File: config.mk
export PLATFORM = sky130hd
export DESIGN_NAME = paicore_recv_lane
export DESIGN_NICKNAME = d
export VERILOG_FILES = /design/src/rtl/paicore_pkg.sv /design/src/rtl/paicore_sync_fifo.sv /design/src/rtl/paicore_recv_lane.sv
export SDC_FILE = /design/constraint.sdc
export NUM_CORES = 1
export LEC_CHECK = 0
export BUFFER_PORTS_ARGS = -buffer_cell sky130_fd_sc_hd__buf_2
export CAP_MARGIN = 10
export CORE_AREA = 2 2 228 118
export DETAILED_ROUTE_END_ITERATION = 12
export DIE_AREA = 0 0 230 120
export MAX_ROUTING_LAYER = met4
export PLACE_DENSITY = 0.84
export SYNTH_ARGS = -nofsm -noshare
export SYNTH_HDL_FRONTEND = slang
export SYNTH_SLANG_ARGS = --single-unit
File: constraint.sdc
create_clock -name m_axis_aclk -period 4.3 [get_ports m_axis_aclk]
set_input_delay 0.43 -clock m_axis_aclk [delete_from_list [all_inputs] [get_ports m_axis_aclk]]
set_output_delay 0.43 -clock m_axis_aclk [all_outputs]
set_load 0.1 [all_outputs]
File: src/rtl/paicore_pkg.sv
// Shared types and constants for the PAICORE receive path.
// Frame/word widths, lane FSM encoding, default half-frame timeout.
package paicore_pkg;

  localparam int FRAME_W         = 64;
  localparam int WORD_W          = 32;
  localparam int DEFAULT_TIMEOUT = 1024;

  typedef enum logic {
    IDLE = 1'b0,
    ACK  = 1'b1
  } lane_state_e;

endpackage

File: src/rtl/paicore_sync_fifo.sv
// First-word-fall-through synchronous FIFO.
// Head entry is visible on dout whenever the FIFO is not empty.
module paicore_sync_fifo #(
  parameter int DEPTH = 4,
  parameter int WIDTH = 64
) (
  input  logic                       clk,
  input  logic                       rst_n,
  input  logic                       push,
  input  logic [WIDTH-1:0]           din,
  input  logic                       pop,
  output logic [WIDTH-1:0]           dout,
  output logic                       full,
  output logic                       empty,
  output logic [$clog2(DEPTH):0]     count
);

  localparam int AW = $clog2(DEPTH);

  logic [WIDTH-1:0] mem [DEPTH];
  logic [AW-1:0]    wr_ptr;
  logic [AW-1:0]    rd_ptr;
  logic [AW:0]      count_q;
  logic             do_push;
  logic             do_pop;

  assign full    = (count_q == (AW+1)'(DEPTH));
  assign empty   = (count_q == '0);
  assign count   = count_q;
  assign do_push = push && !full;
  assign do_pop  = pop && !empty;
  assign dout    = empty ? '0 : mem[rd_ptr];

  always_ff @(posedge clk) begin
    if (do_push) mem[wr_ptr] <= din;
  end

  always_ff @(posedge clk or negedge rst_n) begin
    if (!rst_n) begin
      wr_ptr  <= '0;
      rd_ptr  <= '0;
      count_q <= '0;
    end else begin
      if (do_push) wr_ptr <= wr_ptr + 1'b1;
      if (do_pop)  rd_ptr <= rd_ptr + 1'b1;
      unique case ({do_push, do_pop})
        2'b10:   count_q <= count_q + 1'b1;
        2'b01:   count_q <= count_q - 1'b1;
        default: count_q <= count_q;
      endcase
    end
  end

endmodule

File: src/rtl/paicore_recv_lane.sv
// One PAICORE receive lane: 4-phase req/ack sink, word pairing,
// frame FIFO and AXI-Stream master output.
module paicore_recv_lane
  import paicore_pkg::*;
#(
  parameter int SYNC_STAGES = 2,
  parameter int FIFO_DEPTH  = 4,
  parameter int TIMEOUT     = DEFAULT_TIMEOUT
) (
  input  logic               m_axis_aclk,
  input  logic               m_axis_aresetn,
  input  logic               en,
  input  logic               clr_err,
  input  logic               request,
  input  logic [WORD_W-1:0]  din,
  output logic               acknowledge,
  input  logic               m_axis_tready,
  output logic [FRAME_W-1:0] m_axis_tdata,
  output logic               m_axis_tlast,
  output logic               m_axis_tvalid,
  output logic [31:0]        frame_cnt,
  output logic               err_half_frame
);

  localparam logic [15:0] TMO_LAST = 16'(TIMEOUT - 1);
  localparam int          CW       = $clog2(FIFO_DEPTH) + 1;

  logic [SYNC_STAGES-1:0] sync_q;
  logic                   req_s;
  lane_state_e            state;
  logic                   half;
  logic [WORD_W-1:0]      hold;
  logic [15:0]            tmo_cnt;

  logic                   capture;
  logic                   push;
  logic                   tmo_run;
  logic                   tmo_hit;
  logic                   fifo_full;
  logic                   fifo_empty;
  logic [CW-1:0]          fifo_count;
  logic                   fifo_unused;

  assign req_s   = sync_q[SYNC_STAGES-1];
  assign capture = (state == IDLE) && req_s && en && !fifo_full;
  assign push    = capture && half;
  assign tmo_run = half && (state == IDLE) && !req_s;
  assign tmo_hit = tmo_run && (tmo_cnt == TMO_LAST);

  assign m_axis_tlast  = 1'b0;
  assign m_axis_tvalid = !fifo_empty;
  assign fifo_unused   = &{1'b0, fifo_count};

  always_ff @(posedge m_axis_aclk or negedge m_axis_aresetn) begin
    if (!m_axis_aresetn) sync_q <= '0;
    else                 sync_q <= {sync_q[SYNC_STAGES-2:0], request};
  end

  always_ff @(posedge m_axis_aclk or negedge m_axis_aresetn) begin
    if (!m_axis_aresetn) begin
      state          <= IDLE;
      acknowledge    <= 1'b0;
      half           <= 1'b0;
      hold           <= '0;
      tmo_cnt        <= '0;
      frame_cnt      <= '0;
      err_half_frame <= 1'b0;
    end else begin
      unique case (state)
        IDLE: if (capture) begin
          state       <= ACK;
          acknowledge <= 1'b1;
        end
        ACK: if (!req_s) begin
          state       <= IDLE;
          acknowledge <= 1'b0;
        end
        default: state <= IDLE;
      endcase

      // Capture has priority over an expiring half-frame timer.
      if (capture) begin
        tmo_cnt <= '0;
        if (half) begin
          half      <= 1'b0;
          frame_cnt <= frame_cnt + 32'd1;
        end else begin
          hold <= din;
          half <= 1'b1;
        end
      end else if (tmo_run) begin
        if (tmo_hit) begin
          half    <= 1'b0;
          tmo_cnt <= '0;
        end else begin
          tmo_cnt <= tmo_cnt + 16'd1;
        end
      end

      if (tmo_hit)      err_half_frame <= 1'b1;
      else if (clr_err) err_half_frame <= 1'b0;
    end
  end

  paicore_sync_fifo #(
    .DEPTH (FIFO_DEPTH),
    .WIDTH (FRAME_W)
  ) u_fifo (
    .clk   (m_axis_aclk),
    .rst_n (m_axis_aresetn),
    .push  (push),
    .din   ({hold, din}),
    .pop   (m_axis_tvalid && m_axis_tready),
    .dout  (m_axis_tdata),
    .full  (fifo_full),
    .empty (fifo_empty),
    .count (fifo_count)
  );

endmodule

==> impl_metrics.json, run 1 <==
{
  "status": "completed",
  "syn_avg_cell_area_um2": 18.28,
  "routed_wl_um": 26890,
  "h-tree-depth": 1,
  "crit_path_top_delay_cell": "dfrtp_4",
  "yosysMostFrequentCell": "edfxtp_1",
  "postPlaceCellArea_um2": 14840,
  "skew_ns": 0.009321,
  "final-setup-viol-count": 0,
  "clkTransAtPathRegs_ns": 0.07,
  "synthTopCellsByArea": "edfxtp_1, dfrtp_1, mux4_2",
  "antenna_left": 0,
  "yosys.area_share.simple": 0.08102,
  "grt_max_degree": 74,
  "cts_made_buffers": 30,
  "worst_setup_path_end_kind": "output pin",
  "yosysTopAreaCell": "edfxtp_1",
  "min_period_ns": 3.192,
  "max_cap_viol_count": 0,
  "grt_usage": 0.2064,
  "finalNetCount": 940,
  "cts_buffer_depth": 3,
  "synth_top_area_share": 0.5562,
  "vias": 7130,
  "gp_congestion": 0.8073,
  "final_layout_size_suffix_gt1_frac": 0.3257,
  "synth_xor_area_frac": 0.02345,
  "antenna_found_initial": 0,
  "rows": 42,
  "diodes": 0,
  "synth_top_family_by_area": "multiplexers",
  "worstSkewPairLatency_ns": 0.55,
  "setup-tns-final_ns": 0,
  "synth_compound_area_frac": 0.01684,
  "fin_crit_sh": 0.7423,
  "r2r_slack_ns": 1.46,
  "die_area_um2": 27600,
  "drt_drc_violations_left": 0,
  "finalHoldViolations": 0,
  "design_area_um2": 15850,
  "synth_seq_cells": 349,
  "wire_per_inst_um": 21.17,
  "reg2reg_from": "u_fifo.count[0]",
  "die-width_um": 230,
  "syn_to_final_growth_pct": 14.70,
  "post-place-ws_ns": 1.451,
  "relSlewSlack": 0.2447,
  "cts.sinks": 349,
  "slew_viol_final": 0,
  "worst_slew_pin_slew_ns": 1.133,
  "cp.required_ns": 3.87,
  "setup_slack_ns": 1.108,
  "netlist_instances": 756,
  "async_flop_share": 0.2665,
  "firstDrtPassIters": 5,
  "synthMuxAreaShare": 0.1311,
  "grt_pass1_wl_um": 42500,
  "cts_resized": 0,
  "start_kind": "flop",
  "io_buffers": 136,
  "grt_overflow": 0,
  "rsz0062_at_grt": "no",
  "cts_tree": "built",
  "startpoint": "u_fifo.rd_ptr[0]",
  "core_um2": 25750,
  "synth_edf_count": 256,
  "worstSetupPathType": "flop to output pin",
  "ys.flop_type": "edfxtp_1",
  "routed_via_density": 5.614,
  "synth_common_cells": "edfxtp_1, dfrtp_1, and2_1",
  "synth_area_um2": 13820,
  "arrival_ns": 2.76,
  "io_pins": 138,
  "hp-class": "input pin to asynchronous set/reset pin",
  "netlist-cell-type-count": 43,
  "path_max_fanout": 47,
  "postLayoutCoreUtil": 0.6157,
  "synth_fa_ha_area_frac": 0.007785,
  "ys_seq_area_frac": 0.7245,
  "path_cells": "buf_12, mux4_2, and2_1, buf_2",
  "synth_warnings": 0,
  "hpwlAfterDp_um": 15920,
  "cpPeakStageDelay_ns": 0.70,
  "initialDrtViolationCount": 587,
  "synth_nets": 802,
  "grt_pass1_vias": 7258,
  "root_buffer": "clkbuf_16",
  "die_h_um": 120,
  "initial_utilization": 0.5368,
  "fmax_ghz": 0.3133
}
-- repair_timing --
item	4_1_cts	5_1_grt
setup buffers	0	0
hold buffers	1	0
hold endpoints to repair	1	0
-- final cells by class --
class	instances	area (um^2)
well taps	352	440.4
clock inverters	14	145.1
fillers	1880	9896
flip-flops and latches	349	10020
repair buffers	140	728.2
inverters	12	45.04
multi-input cells	361	3616
clock buffers	42	857.1
-- cells in the final DEF (no fill, tap or decap), drive strengths merged, types with 9 or more instances in the layout --
cell type and instances:
buf 139, and2 71, xor2 14, xnor2 23
clkbuf 42, nand4 15, clkinv 10, mux2 32
nand3 17, nand2 26, nor4 9, a21oi 14
inv 12, edfxtp 256, or4 10, o31ai 12
mux4 64, and4 9, dfrtp 93
-- worst paths after layout --
| path | end | cells after the start |
|---|---|---|
| max | m_axis_tdata[60] | 4 |
| min | frame_cnt[16] | 1 |
| max reg2reg | u_fifo.count[2] | 8 |
| min reg2reg | sync_q[1] | 0 |
| max in group asynchronous | hold[1] | 2 |
| min in group m_axis_aclk | u_fifo.mem[3][20] | 1 |
-- metrics by stage --
| step | cells | hold slack (ns) |
|---|---|---|
| finish | 1270 | 0.03524 |
| global route | 1270 | 0.09457 |
| CTS | 1270 | 0.05696 |
| detailed placement | 1213 | 0.3457 |
| global placement | 1213 | 0.3357 |
| floorplan | 756 | 0.1344 |
-- worst max-delay path: cells and delay by family, from the launching register on --
kind,cells,cell delay [ns]
buf+inv,2,0.71
flops,1,0.70
mux,1,0.57
simple gates,1,0.21
-- sequential cells by signal (all words and copies together), names as in the netlist --
signal          flops
hold               32
u_fifo.mem        256
sync_q              2
u_fifo.rd_ptr       2
tmo_cnt            16
acknowledge         1
half                1
err_half_frame      1
state               1
frame_cnt          32
u_fifo.wr_ptr       2
u_fifo.count        3
-- routing by layer --
layer | GRT usage | vias to the layer above | wire length, um
met3 | 0.03779 | 32 | 1372
met1 | 0.3085 | 3690 | 12840
met2 | 0.3037 | 181 | 12280
met4 | 0.03952 | 0 | 401
met5 | - | - | 0
li1 | - | 3227 | -
-- kinds of logic (layout without fill, tap and decap cells) --
| kind of cell | count (synthesis) | after routing |
|---|---|---|
| multiplexers | 97 | 97 |
| buffers and inverters | 46 | 208 |
| AND/OR/NAND/NOR | 182 | 182 |
| AO/OA/AOI/OAI | 36 | 36 |
| other | 1 | 1 |
| flip-flops | 349 | 349 |
| XOR/XNOR | 37 | 37 |
| adder cells (fa/ha/maj) | 8 | 8 |
Power of run 1 is left out: the tool's default activity adds up to more than one toggle a clock period on the data nets, which glitch-free logic cannot reach.
==> run 2, diff against run 1 <==
- clock period: 4.3 -> 3 ns (I/O delays scaled with it)
==> run 2 against run 1 <==
Flip-flop and latch count is the same; utilization up 2.3 points; design area up 3.7%; critical path depth is the same; critical path type unchanged; highest routed layer unchanged.
==> impl_metrics.json, run 2 (same netlist as run 1, synthesis figures left out) <==
{
  "antenna_found_initial": 0,
  "h-tree-depth": 1,
  "vias": 7385,
  "cts_tree": "built",
  "hp-class": "input pin to flop",
  "routed_via_density": 5.629,
  "syn_to_final_growth_pct": 18.98,
  "cts.sinks": 349,
  "worst_slew_pin_slew_ns": 0.7638,
  "hold_depth": 1,
  "hpwlAfterDp_um": 16260,
  "initial_utilization": 0.5368,
  "final_layout_size_suffix_gt1_frac": 0.3281,
  "wire_per_inst_um": 20.53,
  "io_buffers": 136,
  "crit_path_top_delay_cell": "dfrtp_4",
  "finalHoldViolations": 0,
  "cts_buffer_depth": 3,
  "path_cells": "buf_12, mux4_2, and2_1, buf_2",
  "arrival_ns": 2.53,
  "start_kind": "flop",
  "postLayoutCoreUtil": 0.6387,
  "io_pins": 138,
  "cts_made_buffers": 29,
  "postCtsSetupRepairBufs": 0,
  "top_register": "u_fifo.mem",
  "cpPeakStageDelay_ns": 0.61,
  "rows": 42,
  "grt_max_degree": 94,
  "finalNetCount": 984,
  "skew_ns": 0.01493,
  "grt_pass1_vias": 7511,
  "firstDrtPassIters": 4,
  "max_cap_viol_count": 0,
  "slew_viol_final": 0,
  "worst_setup_path_end_kind": "output pin",
  "grt_overflow": 0,
  "drt_drc_violations_left": 0,
  "path_max_fanout": 29,
  "worstSetupPathType": "flop to output pin",
  "final-setup-viol-count": 0,
  "antenna_left": 0,
  "die_area_um2": 27600,
  "clkTransAtPathRegs_ns": 0.07,
  "routed_wl_um": 26940,
  "diodes": 0,
  "cts_resized": 0,
  "ctsHoldBuffers": 31,
  "nFillCells": 1824,
  "fin_crit_sh": 0.9420,
  "worstSkewPairLatency_ns": 0.55,
  "initialDrtViolationCount": 555,
  "relSlewSlack": 0.4885,
  "die_h_um": 120,
  "r2r_cells": 9,
  "root_buffer": "clkbuf_16",
  "gp_congestion": 0.8332,
  "grt_pass1_wl_um": 42860,
  "setup-tns-final_ns": 0,
  "grt_usage": 0.2085,
  "rsz0062_at_grt": "no",
  "whs_ns": 0.02825,
  "cp.required_ns": 2.70,
  "reg_top3": "u_fifo.mem (256), frame_cnt (32), hold (32)",
  "die-width_um": 230,
  "largest_reg_flops": 256,
  "final_common_cell": "edfxtp_1",
  "core_um2": 25750,
  "final_cell_mix": "edfxtp_1, buf_2, dfrtp_1",
  "fmax_ghz": 0.3539,
  "status": "completed",
  "min_period_ns": 2.826
}
## run 2: changes by cell type in the layout (fill, tap and decap cells not counted), sizes merged
cell / delta
buf: +15
clkinv: -4
bufinv: +6
dlygate4sd3: +30
clkbuf: -8
clkinvlp: +3
## run 2: routing by layer
| layer | GRT usage | part of all wire |
|---|---|---|
| met4 | 0.04435 | 0.019 |
| met3 | 0.03351 | 0.051 |
| met2 | 0.3089 | 0.45 |
| met1 | 0.3109 | 0.47 |
| met5 | - | 0 |
## run 2: cell type report
type                       instances  area (um^2)  share of cell area
clock buffer                      34        764.5             0.04648
clock inverter                    19        329.1             0.02001
inverter                          12        45.04            0.002739
multi-input combinational        361         3616              0.2199
sequential                       349        10020              0.6094
tap                              352        440.4             0.02678
timing repair buffer             185         1229             0.07471
## run 2: path summary, 6_finish.rpt
check                                    endpoint              from  slack, ns
min in group asynchronous           frame_cnt[23]    m_axis_aresetn       0.38
worst min register to register          sync_q[1]         sync_q[0]       0.39
worst max register to register    u_fifo.count[2]   u_fifo.count[0]       0.68
max in group asynchronous        u_fifo.rd_ptr[0]    m_axis_aresetn       2.18
worst max-delay path             m_axis_tdata[35]  u_fifo.rd_ptr[0]       0.17
worst min-delay path            u_fifo.mem[0][16]           din[16]       0.03
## run 2: through the flow
step | setup WS (ns) | cell area [um^2] | std cells
2_1_floorplan | 0.1488 | 13820 | 756
3_3_place_gp | 0.6922 | 15040 | 1228
3_5_place_dp | 0.6972 | 15040 | 1228
4_1_cts | 0.1029 | 16450 | 1312
5_1_grt | 0.01843 | 16450 | 1312
6_report | 0.1741 | 16450 | 1312
## run 2: worst max-delay path: cells and delay by family (launching register included)
family                 cells  cell delay [ns]
flip-flops                 1             0.61
multiplexers               1             0.58
AND/OR/NAND/NOR            1             0.18
buffers and inverters      2             0.58
Power of run 2 is left out for the same reason.
==> run 3, diff against run 2 <==
- BUFFER_PORTS_ARGS: -buffer_cell sky130_fd_sc_hd__buf_2 -> not set
- DONT_BUFFER_PORTS: not set -> 1
- MAX_ROUTING_LAYER: met4 -> not set
- PLACE_DENSITY: 0.84 -> 0.79
==> run 3 against run 2 <==
Critical path depth fell by 1; routed wire length up 2.1%; die area stayed put; via count shrank 2.0%.
==> impl_metrics.json, run 3 (same netlist as run 1, synthesis figures left out) <==
{
  "path_max_fanout": 17,
  "cts_resized": 0,
  "antenna_found_initial": 2,
  "whs_ns": 0.03698,
  "cts_made_buffers": 30,
  "final_layout_size_suffix_gt1_frac": 0.2848,
  "min_period_ns": 2.876,
  "start_kind": "flop",
  "cts_buffer_depth": 3,
  "reg_top3": "u_fifo.mem (256), frame_cnt (32), hold (32)",
  "vias": 7240,
  "initialDrtViolationCount": 575,
  "root_buffer": "clkbuf_16",
  "routed_wl_um": 27500,
  "gp_congestion": 0.7993,
  "status": "completed",
  "rsz0062_at_grt": "no",
  "worstSetupPathType": "flop to output pin",
  "relSlewSlack": 0.3427,
  "die_area_um2": 27600,
  "largest_reg_flops": 256,
  "clkTransAtPathRegs_ns": 0.06,
  "skew_ns": 0.01673,
  "initial_utilization": 0.5368,
  "cts.sinks": 349,
  "arrival_ns": 2.58,
  "postPlaceCellArea_um2": 14950,
  "cts_tree": "built",
  "finalNetCount": 935,
  "cp.required_ns": 2.70,
  "hpwlAfterDp_um": 16650,
  "worst_slew_pin_slew_ns": 0.9928,
  "postCtsSetupRepairBufs": 0,
  "slew_viol_final": 0,
  "max_cap_viol_count": 0,
  "firstDrtPassIters": 5,
  "worst_setup_path_end_kind": "output pin",
  "grt_overflow": 0,
  "setup-tns-final_ns": 0,
  "grt_max_degree": 94,
  "fmax_ghz": 0.3477,
  "die-width_um": 230,
  "finalHoldViolations": 0,
  "rows": 42,
  "hp-class": "input pin to flop",
  "final-setup-viol-count": 0,
  "grt_pass1_vias": 7407,
  "top_register": "u_fifo.mem",
  "antenna_left": 0,
  "fin_crit_sh": 0.9588,
  "hold_depth": 2,
  "ctsHoldBuffers": 36,
  "syn_to_final_growth_pct": 18.33,
  "worstSkewPairLatency_ns": 0.56,
  "h-tree-depth": 1,
  "grt_pass1_wl_um": 42950,
  "final_cell_mix": "edfxtp_1, buf_4, dfrtp_1",
  "drt_drc_violations_left": 0,
  "core_um2": 25750,
  "r2r_cells": 9,
  "io_buffers": 0,
  "wire_per_inst_um": 21.72,
  "die_h_um": 120,
  "io_pins": 138,
  "design_area_um2": 16360,
  "grt_usage": 0.2029,
  "final_common_cell": "edfxtp_1",
  "routed_via_density": 5.719
}
-- run 3: final cells by class --
type | instances | area [um^2]
inverter | 12 | 45.04
sequential | 349 | 10020
fill | 1778 | 9394
antenna | 1 | 2.502
tap | 352 | 440.4
multi-input combinational | 361 | 3616
clock inverter | 12 | 147.6
timing repair buffer | 135 | 1209
clock buffer | 44 | 873.3
-- run 3: critical path: stages, from the launching register on --
cell and delay, ns:
dfrtp_4 0.63, buf_12 0.24, mux4_2 0.34, and2_1 0.79
-- run 3: worst paths after layout --
check / slack (ns) / end / start
worst min-delay path: 0.04 / u_fifo.rd_ptr[0] / m_axis_tready
worst min register to register: 0.35 / sync_q[1] / sync_q[0]
worst max-delay path: 0.12 / m_axis_tdata[6] / u_fifo.rd_ptr[0]
worst max register to register: 0.68 / u_fifo.count[2] / u_fifo.count[0]
min in group asynchronous: 0.32 / frame_cnt[24] / m_axis_aresetn
max in group asynchronous: 2.24 / u_fifo.rd_ptr[1] / m_axis_aresetn
-- run 3: metal layers --
layer,track usage,up-vias,share of wire
li1,-,3206,-
met1,0.3093,3785,0.46
met2,0.3159,222,0.47
met3,0.03446,27,0.054
met4,0.03589,0,0.012
met5,0,-,0
-- run 3: stage by stage --
step,setup WS (ns),std cells,util
finish,0.1236,1266,0.6352
detailed placement,0.6795,1173,0.5808
global placement,0.7108,1173,0.5808
CTS,0.07907,1265,0.6351
floorplan,0.1488,756,-
global route,0.04058,1265,0.6351
Power of run 3 is left out for the same reason.
